`src/rtl/archie_mem_sched_if.sv`:
```
// Signal bundle shared by the SDRAM port scheduler, the core wishbone master,
// the ROM loader (hps_io ioctl) and the SDRAM controller wishbone port.
interface archie_mem_sched_if;
  logic        ram_ready;
  logic        ld_active;
  logic        ld_wr;
  logic [21:0] ld_addr;
  logic [15:0] ld_data;
  logic        ld_busy;

  logic        cpu_cyc;
  logic        cpu_stb;
  logic        cpu_we;
  logic [3:0]  cpu_sel;
  logic [2:0]  cpu_cti;
  logic [21:0] cpu_adr;
  logic [31:0] cpu_dat;
  logic        cpu_ack;
  logic        cpu_hold;

  logic        ram_cyc;
  logic        ram_stb;
  logic        ram_we;
  logic [3:0]  ram_sel;
  logic [2:0]  ram_cti;
  logic [23:0] ram_adr;
  logic [31:0] ram_dat;
  logic        ram_ack;

  // scheduler side
  modport slave (
    input  ram_ready, ld_active, ld_wr, ld_addr, ld_data,
    input  cpu_cyc, cpu_stb, cpu_we, cpu_sel, cpu_cti, cpu_adr, cpu_dat,
    input  ram_ack,
    output ld_busy, cpu_ack, cpu_hold,
    output ram_cyc, ram_stb, ram_we, ram_sel, ram_cti, ram_adr, ram_dat
  );

  // environment side: core, loader and SDRAM controller
  modport master (
    output ram_ready, ld_active, ld_wr, ld_addr, ld_data,
    output cpu_cyc, cpu_stb, cpu_we, cpu_sel, cpu_cti, cpu_adr, cpu_dat,
    output ram_ack,
    input  ld_busy, cpu_ack, cpu_hold,
    input  ram_cyc, ram_stb, ram_we, ram_sel, ram_cti, ram_adr, ram_dat
  );
endinterface

```
`src/rtl/archie_mem_sched.sv`:
```
// SDRAM wishbone port scheduler: core pass-through, or ROM download (optional RAM
// erase, then 16-bit loader writes into the ROM window). ARCHIE_MEM_ERASE_EN builds the erase phase.
//
//  state  | meaning
//  CPU    | core owns the port, ram_* mirror cpu_*
//  DRAIN  | download requested, core cycle still open; core held, pass-through kept
//  ERASE  | zero-fill words 0..ERASE_WORDS-1 (ARCHIE_MEM_ERASE_EN only)
//  LWAIT  | port idle, waiting for the next loader halfword
//  LWRITE | one loader halfword write on the port
module archie_mem_sched #(
  parameter int          ERASE_WORDS = 1048576,
  parameter logic [23:0] ROM_BASE    = 24'h100000
) (
  input logic               clk_sys,
  input logic               reset,
  archie_mem_sched_if.slave bus
);

`ifdef ARCHIE_MEM_ERASE_EN
  typedef enum logic [2:0] {S_CPU, S_DRAIN, S_ERASE, S_LWAIT, S_LWRITE} state_t;
  localparam int CNT_W = $clog2(ERASE_WORDS);
  localparam logic [CNT_W-1:0] LAST_WORD = CNT_W'(ERASE_WORDS - 1);
  logic [CNT_W-1:0] erase_cnt;
`else
  typedef enum logic [2:0] {S_CPU, S_DRAIN, S_LWAIT, S_LWRITE} state_t;
`endif

  state_t      state;
  logic        ld_active_q;
  logic        cpu_hold_q;
  logic        busy_q;
  logic [19:0] ld_word_q;
  logic        ld_hi_q;
  logic [15:0] ld_data_q;
  logic        ack_taken;
  logic        ld_rise;
  logic        unused_bits;

  // loader strobes are only visible while ram_ready is high, so an ack counts only then
  assign ack_taken   = bus.ram_ack & bus.ram_ready;
  assign ld_rise     = bus.ld_active & ~ld_active_q;
  assign unused_bits = bus.ld_addr[0] & (ERASE_WORDS > 1);

  always_ff @(posedge clk_sys or posedge reset) begin
    if (reset) begin
      state       <= S_CPU;
      ld_active_q <= 1'b0;
      cpu_hold_q  <= 1'b0;
      busy_q      <= 1'b0;
      ld_word_q   <= '0;
      ld_hi_q     <= 1'b0;
      ld_data_q   <= '0;
`ifdef ARCHIE_MEM_ERASE_EN
      erase_cnt   <= '0;
`endif
    end else begin
      ld_active_q <= bus.ld_active;
      case (state)
        S_CPU: begin
          if (ld_rise) begin
            state      <= S_DRAIN;
            cpu_hold_q <= 1'b1;
            busy_q     <= 1'b1;
`ifdef ARCHIE_MEM_ERASE_EN
            erase_cnt  <= '0;
`endif
          end
        end

        S_DRAIN: begin
          if (!bus.cpu_cyc) begin
            // a download that was withdrawn while draining never touches RAM
            if (!bus.ld_active) begin
              state      <= S_CPU;
              cpu_hold_q <= 1'b0;
              busy_q     <= 1'b0;
            end else begin
`ifdef ARCHIE_MEM_ERASE_EN
              state  <= S_ERASE;
`else
              state  <= S_LWAIT;
              busy_q <= 1'b0;
`endif
            end
          end
        end

`ifdef ARCHIE_MEM_ERASE_EN
        S_ERASE: begin
          if (ack_taken) begin
            erase_cnt <= erase_cnt + 1'b1;
            if (!bus.ld_active) begin
              state      <= S_CPU;
              cpu_hold_q <= 1'b0;
              busy_q     <= 1'b0;
            end else if (erase_cnt == LAST_WORD) begin
              state  <= S_LWAIT;
              busy_q <= 1'b0;
            end
          end else if (!bus.ld_active && !bus.ram_ready) begin
            state      <= S_CPU;
            cpu_hold_q <= 1'b0;
            busy_q     <= 1'b0;
          end
        end
`endif

        S_LWAIT: begin
          if (!bus.ld_active) begin
            state      <= S_CPU;
            cpu_hold_q <= 1'b0;
          end else if (bus.ld_wr) begin
            state     <= S_LWRITE;
            busy_q    <= 1'b1;
            ld_word_q <= bus.ld_addr[21:2];
            ld_hi_q   <= bus.ld_addr[1];
            ld_data_q <= bus.ld_data;
          end
        end

        S_LWRITE: begin
          if (ack_taken) begin
            busy_q <= 1'b0;
            if (!bus.ld_active) begin
              state      <= S_CPU;
              cpu_hold_q <= 1'b0;
            end else begin
              state <= S_LWAIT;
            end
          end else if (!bus.ld_active && !bus.ram_ready) begin
            state      <= S_CPU;
            cpu_hold_q <= 1'b0;
            busy_q     <= 1'b0;
          end
        end

        default: begin
          state      <= S_CPU;
          cpu_hold_q <= 1'b0;
          busy_q     <= 1'b0;
        end
      endcase
    end
  end

  // DRAIN keeps forwarding acks so an open core burst can finish
  always_comb begin
    bus.ram_cyc = bus.cpu_cyc;
    bus.ram_stb = bus.cpu_stb;
    bus.ram_we  = bus.cpu_we;
    bus.ram_sel = bus.cpu_sel;
    bus.ram_cti = bus.cpu_cti;
    bus.ram_adr = {2'b00, bus.cpu_adr};
    bus.ram_dat = bus.cpu_dat;
    bus.cpu_ack = 1'b0;
    case (state)
      S_CPU, S_DRAIN: bus.cpu_ack = bus.ram_ack;
      S_LWAIT: begin
        bus.ram_cyc = 1'b0;
        bus.ram_stb = 1'b0;
        bus.ram_we  = 1'b0;
        bus.ram_sel = 4'h0;
        bus.ram_cti = 3'b000;
        bus.ram_adr = 24'h0;
        bus.ram_dat = 32'h0;
      end
`ifdef ARCHIE_MEM_ERASE_EN
      S_ERASE: begin
        bus.ram_cyc = bus.ram_ready;
        bus.ram_stb = bus.ram_ready;
        bus.ram_we  = 1'b1;
        bus.ram_sel = 4'hF;
        bus.ram_cti = 3'b000;
        bus.ram_adr = 24'(erase_cnt);
        bus.ram_dat = 32'h0;
      end
`endif
      S_LWRITE: begin
        bus.ram_cyc = bus.ram_ready;
        bus.ram_stb = bus.ram_ready;
        bus.ram_we  = 1'b1;
        bus.ram_sel = ld_hi_q ? 4'b1100 : 4'b0011;
        bus.ram_cti = 3'b000;
        bus.ram_adr = ROM_BASE + {4'b0000, ld_word_q};
        bus.ram_dat = {ld_data_q, ld_data_q};
      end
      default: ;
    endcase
  end

  assign bus.ld_busy  = busy_q | (state == S_LWAIT && bus.ld_active && bus.ld_wr);
  assign bus.cpu_hold = cpu_hold_q;

endmodule
```
`src/flat_wrapper.sv`:
```
// flat-port wrapper written by rule: the top's interface ports become plain ports
module archie_mem_sched_flat 
#(
  parameter int          ERASE_WORDS = 1048576,
  parameter logic [23:0] ROM_BASE    = 24'h100000
)
  (clk_sys, reset, bus_ram_ready, bus_ld_active, bus_ld_wr, bus_ld_addr, bus_ld_data, bus_cpu_cyc, bus_cpu_stb, bus_cpu_we, bus_cpu_sel, bus_cpu_cti, bus_cpu_adr, bus_cpu_dat, bus_ram_ack, bus_ld_busy, bus_cpu_ack, bus_cpu_hold, bus_ram_cyc, bus_ram_stb, bus_ram_we, bus_ram_sel, bus_ram_cti, bus_ram_adr, bus_ram_dat);
  archie_mem_sched_if bus_i ();
  input logic clk_sys;
  input logic reset;
  input wire logic [$bits(bus_i.ram_ready)-1:0] bus_ram_ready;
  input wire logic [$bits(bus_i.ld_active)-1:0] bus_ld_active;
  input wire logic [$bits(bus_i.ld_wr)-1:0] bus_ld_wr;
  input wire logic [$bits(bus_i.ld_addr)-1:0] bus_ld_addr;
  input wire logic [$bits(bus_i.ld_data)-1:0] bus_ld_data;
  input wire logic [$bits(bus_i.cpu_cyc)-1:0] bus_cpu_cyc;
  input wire logic [$bits(bus_i.cpu_stb)-1:0] bus_cpu_stb;
  input wire logic [$bits(bus_i.cpu_we)-1:0] bus_cpu_we;
  input wire logic [$bits(bus_i.cpu_sel)-1:0] bus_cpu_sel;
  input wire logic [$bits(bus_i.cpu_cti)-1:0] bus_cpu_cti;
  input wire logic [$bits(bus_i.cpu_adr)-1:0] bus_cpu_adr;
  input wire logic [$bits(bus_i.cpu_dat)-1:0] bus_cpu_dat;
  input wire logic [$bits(bus_i.ram_ack)-1:0] bus_ram_ack;
  output wire logic [$bits(bus_i.ld_busy)-1:0] bus_ld_busy;
  output wire logic [$bits(bus_i.cpu_ack)-1:0] bus_cpu_ack;
  output wire logic [$bits(bus_i.cpu_hold)-1:0] bus_cpu_hold;
  output wire logic [$bits(bus_i.ram_cyc)-1:0] bus_ram_cyc;
  output wire logic [$bits(bus_i.ram_stb)-1:0] bus_ram_stb;
  output wire logic [$bits(bus_i.ram_we)-1:0] bus_ram_we;
  output wire logic [$bits(bus_i.ram_sel)-1:0] bus_ram_sel;
  output wire logic [$bits(bus_i.ram_cti)-1:0] bus_ram_cti;
  output wire logic [$bits(bus_i.ram_adr)-1:0] bus_ram_adr;
  output wire logic [$bits(bus_i.ram_dat)-1:0] bus_ram_dat;
  assign bus_i.ram_ready = bus_ram_ready;
  assign bus_i.ld_active = bus_ld_active;
  assign bus_i.ld_wr = bus_ld_wr;
  assign bus_i.ld_addr = bus_ld_addr;
  assign bus_i.ld_data = bus_ld_data;
  assign bus_i.cpu_cyc = bus_cpu_cyc;
  assign bus_i.cpu_stb = bus_cpu_stb;
  assign bus_i.cpu_we = bus_cpu_we;
  assign bus_i.cpu_sel = bus_cpu_sel;
  assign bus_i.cpu_cti = bus_cpu_cti;
  assign bus_i.cpu_adr = bus_cpu_adr;
  assign bus_i.cpu_dat = bus_cpu_dat;
  assign bus_i.ram_ack = bus_ram_ack;
  assign bus_ld_busy = bus_i.ld_busy;
  assign bus_cpu_ack = bus_i.cpu_ack;
  assign bus_cpu_hold = bus_i.cpu_hold;
  assign bus_ram_cyc = bus_i.ram_cyc;
  assign bus_ram_stb = bus_i.ram_stb;
  assign bus_ram_we = bus_i.ram_we;
  assign bus_ram_sel = bus_i.ram_sel;
  assign bus_ram_cti = bus_i.ram_cti;
  assign bus_ram_adr = bus_i.ram_adr;
  assign bus_ram_dat = bus_i.ram_dat;
  archie_mem_sched #(.ERASE_WORDS(ERASE_WORDS), .ROM_BASE(ROM_BASE)) u_core (.clk_sys(clk_sys), .reset(reset), .bus(bus_i));
endmodule
```
`config.mk`:
```
export PLATFORM = sky130hd
export DESIGN_NAME = archie_mem_sched_flat
export DESIGN_NICKNAME = d
export VERILOG_FILES = /design/src/rtl/archie_mem_sched_if.sv /design/src/rtl/archie_mem_sched.sv /design/src/flat_wrapper.sv
export SDC_FILE = /design/constraint.sdc
export NUM_CORES = 1
export LEC_CHECK = 0
export BUFFER_PORTS_ARGS = -buffer_cell sky130_fd_sc_hd__buf_2
export CAP_MARGIN = 20
export CELL_PAD_IN_SITES_DETAIL_PLACEMENT = 2
export CELL_PAD_IN_SITES_GLOBAL_PLACEMENT = 2
export CORE_MARGIN = 3
export CORE_UTILIZATION = 23
export DETAILED_ROUTE_END_ITERATION = 8
export GPL_ROUTABILITY_DRIVEN = 0
export GPL_TIMING_DRIVEN = 0
export PLACE_DENSITY = 0.88
export SLEW_MARGIN = 0
export SYNTH_ARGS = -nofsm -noshare
export SYNTH_HDL_FRONTEND = slang
export SYNTH_SLANG_ARGS = --single-unit
```
`constraint.sdc`:
```
create_clock -name clk_sys -period 2.3 [get_ports clk_sys]
set_clock_uncertainty 0.15 [all_clocks]
set_input_delay 0.46 -clock clk_sys [delete_from_list [all_inputs] [get_ports clk_sys]]
set_output_delay 0.46 -clock clk_sys [all_outputs]
set_load 0.1 [all_outputs]
```
==> summary.md, run 1 <==
| Metric | Value |
|---|---|
| R2r endpoint | u_core.ld_word_q[16]$_DFFE_PP0P_ |
| Vias in the first global route | 3489 |
| R2r setup slk | 0.13 ns |
| WP data arrival | 1.88 ns |
| CP max FO | 6 |
| Layout area overhead | 135.0% |
| Crit path buf inv count | 4 |
| Register area | 1054 um^2 |
| Ys flop type | dfrtp_1 |
| CP max stage delay | between 0.4 and 0.5 ns |
| Count of max-cap constraint violations | 0 |
| Share of cells above drive strength 1 | 0.8353 |
| Synth warn | 0 |
| CP Cell Sequence | ha_4 -> buf_12 -> clkbuf_16 -> clkbuf_16 -> a22o_4 -> buf_12 |
| Setup Crit Path Kind | reg2out |
| Core area | 10460 um^2 |
| Gr usage total | 0.2430 |
| Syn Std Cell Area | 2497 um^2 |
| Mapped Avg Cell Area | between 10 and 15 um^2 |
| DRT iter0 DRCs | 63 |
| Fmax | about 0.4 GHz |
| Switch share | 0.5354 |
| WL/cell | 26.43 um |
| Clk pin slew, worst setup/hold paths | 0.09 ns |
| Final period util | 1.081 |
| Setup Slack @ Placement | -0.8339 ns |
| Worst hold start | bus_ld_active |
| Reg2Reg Depth | 7 |
| Die height | approximately 110 um |
| Via/cell ratio | 4.963 |
| Worst slew pin tran | 0.5217 ns |
| Detail Placement HPWL | 8837 um |
| Filler cells | 973 |
| Wirelength, routed | around 15000 um |
| Clock power frac | 0.062 |
| Maximum VDD drop | between 0.7 and 0.8 mV |
| Slowest cell on crit path | dfrtp_2 |
| EDFF count, synth | 0 |
| Setup WS post-layout | -0.1859 ns |
| Final hold vios | 0 |
| Status | finished with violations |
| Vias | 2824 |
| Hold Path Cell Cnt | 1 |
| Row cnt | 37 |
| Post-synthesis cell count | 229 |
| Final Setup Violations | between 60 and 70 |
| CTS tree | yes |
| Slew Limit Fails | 0 |
| Total clock buffers created by CTS | 5 |
| Multi-input logic area | about 2100 um^2 |
| First-pass GRT wire length | 21470 um |
| Net switching power | roughly 5.2 mW |
| Total power | between 9 and 10 mW |
| Final ANT Viol Nets | 0 |
| Post-route DRC | 0 |
| Ports | around 180 |
| RSZ-0062 raised after global routing | true |
| Leak pwr | 2.797 nW |
| Die area | 12140 um^2 |
| 1st-pass router iterations | 4 |
| Crit path capture type | output port |
| Initial antenna violation count | 2 |
| Largest delay share family, worst path | buffers and inverters |
| Logic pwr share | 0.784 |
| Die width | 110.2 um |
| Reg-to-reg startpoint | u_core.state[0]$_DFFE_PP0P_ |
| PwrDens | ~1700 nW/um^2 |
| H-tree depth | 2 |
| Final min period | roughly 2.5 ns |
| Fraction of registers with async set/reset | 1.000 |
| Root buffer cell | clkbuf_8 |
| Library cells used by synthesis | 30 |
| Port bufs | 173 |
| Clk buf depth | 2 |
| Sequential area share after synthesis | 0.4208 |
| Pin count of the biggest net entering global routing | 39 |
| Critical path launch point type | flip-flop |
| Nets | 544 |
| Initial Utilization | 0.2387 |
| Part of the power in registers | 0.153 |
| Remaining global-route overflow | 0 |
| #FFs+latches synth | 42 |
| Min-Delay Path Class | in2reg |
| Internal Power | 4.549 mW |
| Clock Sinks | 42 |
| Worst EP required | 1.69 ns |
| Violations in the final reports | negative setup slack |
| Worst skew pair latency | 0.29 ns |
| Worst Hold End | u_core.ld_active_q$_DFF_PP0_ |
| Slew Limit Headroom | 0.6485 |
## worst reg2reg max path: stages (launching register included)
cell and delay, ns:
dfrtp_2 0.44, inv_2 0.08, ha_4 0.18, buf_6 0.13, buf_4 0.18, nand3_4 0.19
buf_2 0.34, mux2_2 0.39
## power by group through the flow
stage	clock network, mW	registers [mW]	logic [mW]
2_1_floorplan	0	1.35	4.40
3_3_place_gp	0	1.37	5.06
3_5_place_dp	0	1.41	5.17
4_1_cts	0.639	1.43	7.31
5_1_grt	0.662	1.54	7.93
6_report	0.611	1.50	7.68
## routing by layer
| metal | GRT usage | routed length, um | vias to the layer above | share of wire |
|---|---|---|---|---|
| li1 | - | - | 1252 | - |
| met1 | 0.2500 | 5176 | 1423 | 0.34 |
| met2 | 0.4783 | 8664 | 123 | 0.58 |
| met3 | 0.06232 | 801 | 26 | 0.053 |
| met4 | 0.06860 | 394 | 0 | 0.026 |
| met5 | 0 | 0 | - | 0 |
## area by class of cell
class,instances,area share
Antenna cell,2,0.0008529
Buffer,18,0.04520
Clock buffer,5,0.01173
Clock inverter,3,0.006823
Inverter,7,0.004478
Multi-Input combinational cell,161,0.3525
Sequential cell,42,0.1795
Tap cell,136,0.02900
Timing Repair Buffer,195,0.3699
## per-stage QoR
step / cells / util / setup TNS (ns) / cell area [um^2] / hold slack [ns]
final: 569 / 0.5609 / -6.923 / 5868 / 0.2317
after global routing: 569 / 0.5609 / -9.832 / 5868 / 0.2120
after floorplan: 230 / - / -3.349 / 2898 / 0.3293
after global placement: 539 / 0.3760 / -35.54 / 3934 / 0.3392
after detailed placement: 540 / 0.3779 / -40.76 / 3954 / 0.2103
after CTS: 563 / 0.5447 / -7.962 / 5699 / 0.2181
## timing repair
item | CTS | global route
buffers inserted | 9 | 2
hold buffers | 1 | 0
endpoints found under the hold margin | 4 | 0
setup endpoints to repair | 94 | 84
pin swaps | 20 | 33
resized for setup | 352 | 21
cloned | 5 | 5
## worst max path at each step
stage / from / endpoint / depth (start not counted)
after floorplan: u_core.state[1]$_DFFE_PP0P_ / bus_ram_dat[23] / 5
after global routing: u_core.state[1]$_DFFE_PP0P_ / bus_ram_dat[16] / 6
after global placement: u_core.state[1]$_DFFE_PP0P_ / bus_ram_adr[8] / 7
after detailed placement: u_core.state[1]$_DFFE_PP0P_ / bus_ram_adr[8] / 7
final: u_core.state[1]$_DFFE_PP0P_ / bus_ram_dat[4] / 6
after CTS: u_core.state[1]$_DFFE_PP0P_ / bus_ram_dat[31] / 7
## cell usage after synthesis (all sizes together) (2+ instances only)
| cell type | n | share of area |
|---|---|---|
| a21o | 2 | 0.0060 |
| nand3 | 2 | 0.0060 |
| o21ai | 16 | 0.032 |
| dfrtp | 42 | 0.42 |
| o21a | 2 | 0.0060 |
| a31oi | 3 | 0.0075 |
| ha | 6 | 0.030 |
| inv | 7 | 0.011 |
| nor2 | 2 | 0.0030 |
| nand2b | 14 | 0.035 |
| buf | 12 | 0.026 |
| mux2 | 37 | 0.17 |
| o2bb2ai | 2 | 0.0070 |
| clkbuf | 8 | 0.012 |
| and2 | 4 | 0.010 |
| nand2 | 15 | 0.023 |
| a22o | 44 | 0.15 |
## cell families (layout without fill, tap and decap cells)
family | count (synthesis) | in the layout | share of synthesized area
AO/OA/AOI/OAI | 74 | 74 | 0.2400
flip-flops | 42 | 42 | 0.4208
AND/OR/NAND/NOR | 41 | 41 | 0.08818
multiplexers | 38 | 38 | 0.1708
buffers and inverters | 27 | 228 | 0.04860
adder cells (fa/ha/maj) | 6 | 6 | 0.03006
other | 1 | 4 | 0.001502
## layout by cell type (no fill, tap or decap), types with 5 or more instances in the layout
cell type    n
clkbuf_8     5
o21ai_4     12
buf_12      70
mux2_2      37
dfrtp_1     40
nand2_2     10
buf_2      111
buf_4       11
clkbuf_16   10
a22o_4      43
nand2b_4    11
## state kept, by name (all words and copies together), names as in the netlist
| name | count |
|---|---|
| u_core.bus.cpu_hold | 1 |
| u_core.busy_q | 1 |
| u_core.ld_active_q | 1 |
| u_core.ld_data_q | 16 |
| u_core.ld_hi_q | 1 |
| u_core.ld_word_q | 20 |
| u_core.state | 2 |
Power figures use the tool's default switching activity.
==> inputs of run 2 (changes only) <==
- CORE_ASPECT_RATIO: unset -> 1.4
==> summary.md, run 2 (synthesis gave the netlist of run 1 again) <==
| Metric | Value |
|---|---|
| Status | finished with violations |
| Violations in the final reports | negative setup slack |
| Filler cells | 934 (-4.0%) |
| Die width | 94.07 um (-15%) |
| Die area | 12160 um^2 (+0.15%) |
| Busiest grt layer | met2 |
| WL/cell | 29.47 um (+12%) |
| Largest Register | u_core.ld_word_q |
| Setup WS post-layout | -0.2533 ns (-0.06743 ns) |
| Remaining global-route overflow | 0 (unchanged) |
| CP max stage delay | 0.42 ns (-0.06 ns) |
| Share of cells above drive strength 1 | 0.8386 (+0.003370) |
| Grt met2 use | 0.5065 (+0.02815) |
| Maximum VDD drop | 1.070 mV (+38%) |
| Reg2Reg Depth | 8 (+1) |
| Final ANT Viol Nets | 0 (unchanged) |
| Detail Placement HPWL | 9020 um (+2.1%) |
| Final min period | 2.553 ns (+0.06743 ns) |
| Setup Crit Path Kind | reg2out |
| H-tree depth | 2 (unchanged) |
| Slowest cell on crit path | dfrtp_1 |
| Multi-input logic area | 2078 um^2 (+0.48%) |
| Top flop regs | u_core.ld_word_q x20, u_core.ld_data_q x16, u_core.state x2 |
| RSZ-0062 raised after global routing | true |
| Post-CTS Hold Buffers | 0 (-1) |
| Fin util | 0.5699 (+0.008985) |
| Min-Delay Path Class | in2async |
| Core area | 10460 um^2 (about the same) |
| CP Cell Sequence | buf_6 -> ha_4 -> nor2_4 -> buf_4 -> buf_6 -> buf_8 -> and2_4 -> buf_12 |
| Crit path buf inv count | 5 (+1) |
| Vias | 2973 (+5.3%) |
| Total clock buffers created by CTS | 5 (unchanged) |
| Ports | 177 (unchanged) |
| Wirelength, routed | 17150 um (+14%) |
| Via/cell ratio | 5.108 (+2.9%) |
| Vias in the first global route | 3577 (+2.5%) |
| Port bufs | 173 (unchanged) |
| Clk pin slew, worst setup/hold paths | 0.07 ns (-0.02 ns) |
| Layout area overhead | 138.7% |
| Worst slew pin tran | 0.5262 ns (+0.004510 ns) |
| Initial antenna violation count | 2 (unchanged) |
| Worst skew pair latency | 0.29 ns (about the same) |
| Initial Utilization | 0.2388 (about the same) |
| Clock Sinks | 42 (unchanged) |
| Slew Limit Fails | 0 (unchanged) |
| Worst EP required | 1.69 ns (about the same) |
| Fin area | 5961 um^2 (+1.6%) |
| CTS tree | yes |
| Row cnt | 44 (+19%) |
| Post-DP Area | 3956 um^2 (about the same) |
| CP max FO | 6 (unchanged) |
| Most frequent cells in the layout | 112 x buf_2, 70 x buf_12, 44 x a22o_4 |
| Gr usage total | 0.2636 (+0.02064) |
| Crit path depth | 8 (+2) |
| Commonest non-fill, non-tap cell in the layout | buf_2 |
| PwrDens | 1717 nW/um^2 (+2.9%) |
| Final Setup Violations | 62 (unchanged) |
| Count of max-cap constraint violations | 0 (unchanged) |
| Crit path capture type | output port |
| WP data arrival | 1.94 ns (+0.06 ns) |
| Leak pwr | 2.839 nW (+1.5%) |
| M1 GR Usage | 0.2659 (+0.01590) |
| Clk buf depth | 2 (unchanged) |
| Nets | 553 (+1.7%) |
| Die height | 129.3 um (+17%) |
| Met3 Track Usage GR | 0.06039 (-0.001923) |
| Max FFs per register | 20 (unchanged) |
| Root buffer cell | clkbuf_16 |
| 1st-pass router iterations | 4 (unchanged) |
| Slew Limit Headroom | 0.6487 (about the same) |
| Register area | 1052 um^2 (-0.12%) |
| Post-route DRC | 0 (unchanged) |
| Critical path launch point type | flip-flop |
| Pin count of the biggest net entering global routing | 23 (-41%) |
| First-pass GRT wire length | 23540 um (+9.6%) |
| Final period util | 1.110 (+0.02932) |
| Final hold vios | 0 (unchanged) |
| DRT iter0 DRCs | 69 (+9.5%) |
| Most frequent CP cell | buf_6 |
| Largest delay share family, worst path | buffers and inverters |
| Fmax | 0.3916 GHz (-2.6%) |
[run 2: stage by stage]
stage	TNS, ns	hold WS, ns	setup WS (ns)	cells	total power [mW]
final	-11.66	0.04883	-0.2533	582	10.24
after global routing	-13.87	0.06604	-0.2793	581	10.52
after CTS	-7.177	0.06962	-0.1659	565	9.421
after detailed placement	-35.63	0.3484	-0.8184	542	6.575
after global placement	-33.13	0.3383	-0.7675	541	6.427
after floorplan	-3.349	0.3293	-0.1447	230	5.745
[run 2: cell type report]
class / count / share of cell area
repair buffers: 205 / 0.3720
multi-input cells: 161 / 0.3487
flip-flops and latches: 42 / 0.1765
plain buffers: 17 / 0.04009
well taps: 138 / 0.02897
clock buffers: 5 / 0.02099
clock inverters: 3 / 0.006717
inverters: 7 / 0.004408
diodes: 4 / 0.001679
[run 2: metal layers]
metal	part of all wire	wire length, um	vias up
met5	0	0	-
met4	0.030	518	0
met3	0.052	884	32
met2	0.57	9764	143
met1	0.35	5987	1525
li1	-	-	1273
[run 2: what timing repair did]
action / 4_1_cts / 5_1_grt
setup buffers: 12 / 13
cloned: 3 / 5
setup endpoints to repair: 64 / 94
gates resized for setup: 331 / 45
pin swaps: 8 / 29
[run 2: final timing paths]
check                                                      start                                to  slack [ns]
worst max-delay path                 u_core.state[0]$_DFFE_PP0P_                   bus_ram_adr[21]       -0.25
worst min-delay path                                       reset   u_core.ld_word_q[5]$_DFFE_PP0P_        0.05
worst max register to register       u_core.state[0]$_DFFE_PP0P_       u_core.state[1]$_DFFE_PP0P_        0.07
worst min register to register  u_core.ld_word_q[15]$_DFFE_PP0P_  u_core.ld_word_q[15]$_DFFE_PP0P_        0.38
max in group asynchronous                                  reset       u_core.state[1]$_DFFE_PP0P_        1.43
min in group clk_sys                               bus_ld_active      u_core.ld_active_q$_DFF_PP0_        0.24
[run 2: power breakdown]
group | leakage (nW) | total [mW] | internal (mW) | switching [mW]
logic | 2.23 | 7.91 | 3.19 | 4.72
registers | 0.521 | 1.49 | 1.09 | 0.404
clock network | 0.0836 | 0.836 | 0.510 | 0.327
==> inputs of run 3 (changes only) <==
- CORE_UTILIZATION: 23 -> 24
- HOLD_SLACK_MARGIN: unset -> 0.03
- PLACE_DENSITY: 0.88 -> 0.91
- clock period: 2.3 -> 2.95 ns (I/O delays scaled with it)
==> summary.md, run 3 (synthesis gave the netlist of run 1 again) <==
| Metric | Value |
|---|---|
| Count of max-cap constraint violations | 0 (unchanged) |
| Fin util | 0.4206 (-0.1493) |
| Initial antenna violation count | 1 (-1) |
| Vias | 2672 (-10%) |
| Initial Utilization | 0.2496 (+0.01081) |
| RSZ-0062 raised after global routing | true |
| Final min period | 2.875 ns |
| Grt met2 use | 0.3636 (-0.1429) |
| Clk buf depth | 2 (unchanged) |
| Nets | 525 (-5.1%) |
| Worst skew pair latency | 0.28 ns (about the same) |
| Worst EP required | 2.21 ns (+0.52 ns) |
| Clk pin slew, worst setup/hold paths | 0.06 ns (about the same) |
| Slew Limit Fails | 0 (unchanged) |
| Post-route DRC | 0 (unchanged) |
| Met3 Track Usage GR | 0.04330 (-0.01710) |
| Total clock buffers created by CTS | 5 (unchanged) |
| 1st-pass router iterations | 4 (unchanged) |
| Remaining global-route overflow | 0 (unchanged) |
| CP max FO | 9 (+3) |
| Top flop regs | u_core.ld_word_q x20, u_core.ld_data_q x16, u_core.state x2 |
| PwrDens | 1412 nW/um^2 (-18%) |
| Busiest grt layer | met2 |
| Worst slew pin tran | 0.5084 ns (-0.01784 ns) |
| Fmax | 0.3478 GHz |
| Final Setup Violations | 0 (-100%) |
| First-pass GRT wire length | 17220 um (-27%) |
| DRT iter0 DRCs | 77 (+12%) |
| Detail Placement HPWL | 8620 um (-4.4%) |
| Hold_ws | 0.1616 ns (+0.1128 ns) |
| Leak pwr | 2.188 nW (-23%) |
| Status | completed |
| Final hold vios | 0 (unchanged) |
| H-tree depth | 2 (unchanged) |
| Setup Crit Path Kind | reg2out |
| Share of cells above drive strength 1 | 0.6214 (-0.2173) |
| Fin area | 4209 um^2 (-29%) |
| Finished Layout Cells | 548 (-5.8%) |
| Commonest non-fill, non-tap cell in the layout | buf_2 |
| Core area | 10010 um^2 (-4.3%) |
| Number of setup buffers added after CTS | 0 (-12) |
| WL/cell | 20.78 um (-29%) |
| Most frequent cells in the layout | 116 x buf_2, 44 x a22o_1, 41 x dfrtp_1 |
| Slew Limit Headroom | 0.6611 (+0.01240) |
| Filler cells | 1115 (+19%) |
| Wirelength, routed | 11390 um (-34%) |
| Ports | 177 (unchanged) |
| Die width | 92.22 um (-2.0%) |
| Vias in the first global route | 3153 (-12%) |
| Crit path capture type | output port |
| Clock Sinks | 42 (unchanged) |
| Largest Register | u_core.ld_word_q |
| Die height | 126.7 um (-2.0%) |
| CTS tree | yes |
| Root buffer cell | clkbuf_16 |
| Min-Delay Path Class | in2async |
| Final period util | 0.9747 |
| Post-Place Cells | 539 (-0.55%) |
| Final ANT Viol Nets | 0 (unchanged) |
| WP data arrival | 2.14 ns (+0.20 ns) |
| Layout area overhead | 68.54% |
| M1 GR Usage | 0.1939 (-0.07198) |
| Row cnt | 43 (-2.3%) |
| Maximum VDD drop | 0.6113 mV (-43%) |
| Post-DP Area | 3597 um^2 (-9.1%) |
| Die area | 11680 um^2 (-3.9%) |
| Post-CTS Hold Buffers | 0 (unchanged) |
| Final setup TNS | 0 ns (+11.66 ns) |
| Critical path launch point type | flip-flop |
| Pin count of the biggest net entering global routing | 26 (+13%) |
| Gr usage total | 0.1879 (-0.07567) |
| Via/cell ratio | 4.876 (-4.5%) |
| Max FFs per register | 20 (unchanged) |
| Port bufs | 173 (unchanged) |
==> run 3: cell count changes in the layout (fill, tap and decap cells not counted), moves of 6 or more <==
cell / before / now
a22o_1: 0 / 44
a22o_4: 44 / 0
buf_12: 70 / 1
buf_6: 9 / 40
buf_8: 3 / 13
clkbuf_16: 11 / 5
clkbuf_4: 1 / 7
nand2_1: 5 / 15
nand2_2: 10 / 0
nand2b_1: 2 / 14
nand2b_4: 12 / 0
o21ai_2: 2 / 11
o21ai_4: 12 / 0
==> run 3: area by class of cell <==
type                            instances  area [um^2]  area share
Buffer                                 20        126.4     0.03002
Clock buffer                            6        128.9     0.03062
Timing Repair Buffer                  174         1289      0.3062
Clock inverter                          2        37.54    0.008918
Antenna cell                            1        2.502   0.0005945
Sequential cell                        42         1052      0.2500
Multi-Input combinational cell        161         1378      0.3273
Inverter                                7        26.28    0.006243
Tap cell                              135        168.9     0.04013
==> run 3: through the flow <==
stage	setup slack [ns]	power (mW)
2_1_floorplan	-0.3300	4.170
3_3_place_gp	-0.1720	4.715
3_5_place_dp	-0.2534	4.831
4_1_cts	0.0007285	5.696
5_1_grt	-0.04661	6.172
6_report	0.07461	5.944
==> run 3: routing by layer <==
layer  up-vias  share of wire  wire length (um)
li1       1207              -                 -
met1      1341           0.35              3988
met2       104           0.57              6522
met3        20          0.055               622
met4         0          0.022               255
met5         -              0                 0
==> run 3: repair_timing <==
item	CTS	global route
gates resized for setup	76	74
gates cloned	0	0
endpoints found under the setup margin	62	62
==> run 3: path summary, 6_finish.rpt <==
path | from | to | slack [ns] | cells after the start
max | u_core.state[0]$_DFFE_PP0P_ | bus_ram_sel[1] | 0.07 | 7
min | reset | u_core.ld_data_q[15]$_DFFE_PP0P_ | 0.16 | 2
max reg2reg | u_core.state[0]$_DFFE_PP0P_ | u_core.ld_word_q[13]$_DFFE_PP0P_ | 0.71 | 6
min reg2reg | u_core.ld_word_q[1]$_DFFE_PP0P_ | u_core.ld_word_q[1]$_DFFE_PP0P_ | 0.36 | 1
max in group asynchronous | reset | u_core.ld_data_q[0]$_DFFE_PP0P_ | 1.99 | 3
min in group clk_sys | u_core.ld_word_q[1]$_DFFE_PP0P_ | u_core.ld_word_q[1]$_DFFE_PP0P_ | 0.36 | 1
==> run 3: where the power goes <==
group          leakage, nW  switching (mW)  internal, mW
clock               0.0771           0.235         0.400
sequential           0.521           0.219         0.850
combinational         1.59            3.06          1.18
total                 2.19            3.52          2.43
==> run 3: worst max-delay path, stage by stage (launching register included) <==
cell	delay (ns)
dfrtp_1	0.43
inv_1	0.17
ha_1	0.17
buf_2	0.25
nor2_4	0.09
nor3b_1	0.33
a21o_1	0.13
buf_4	0.28
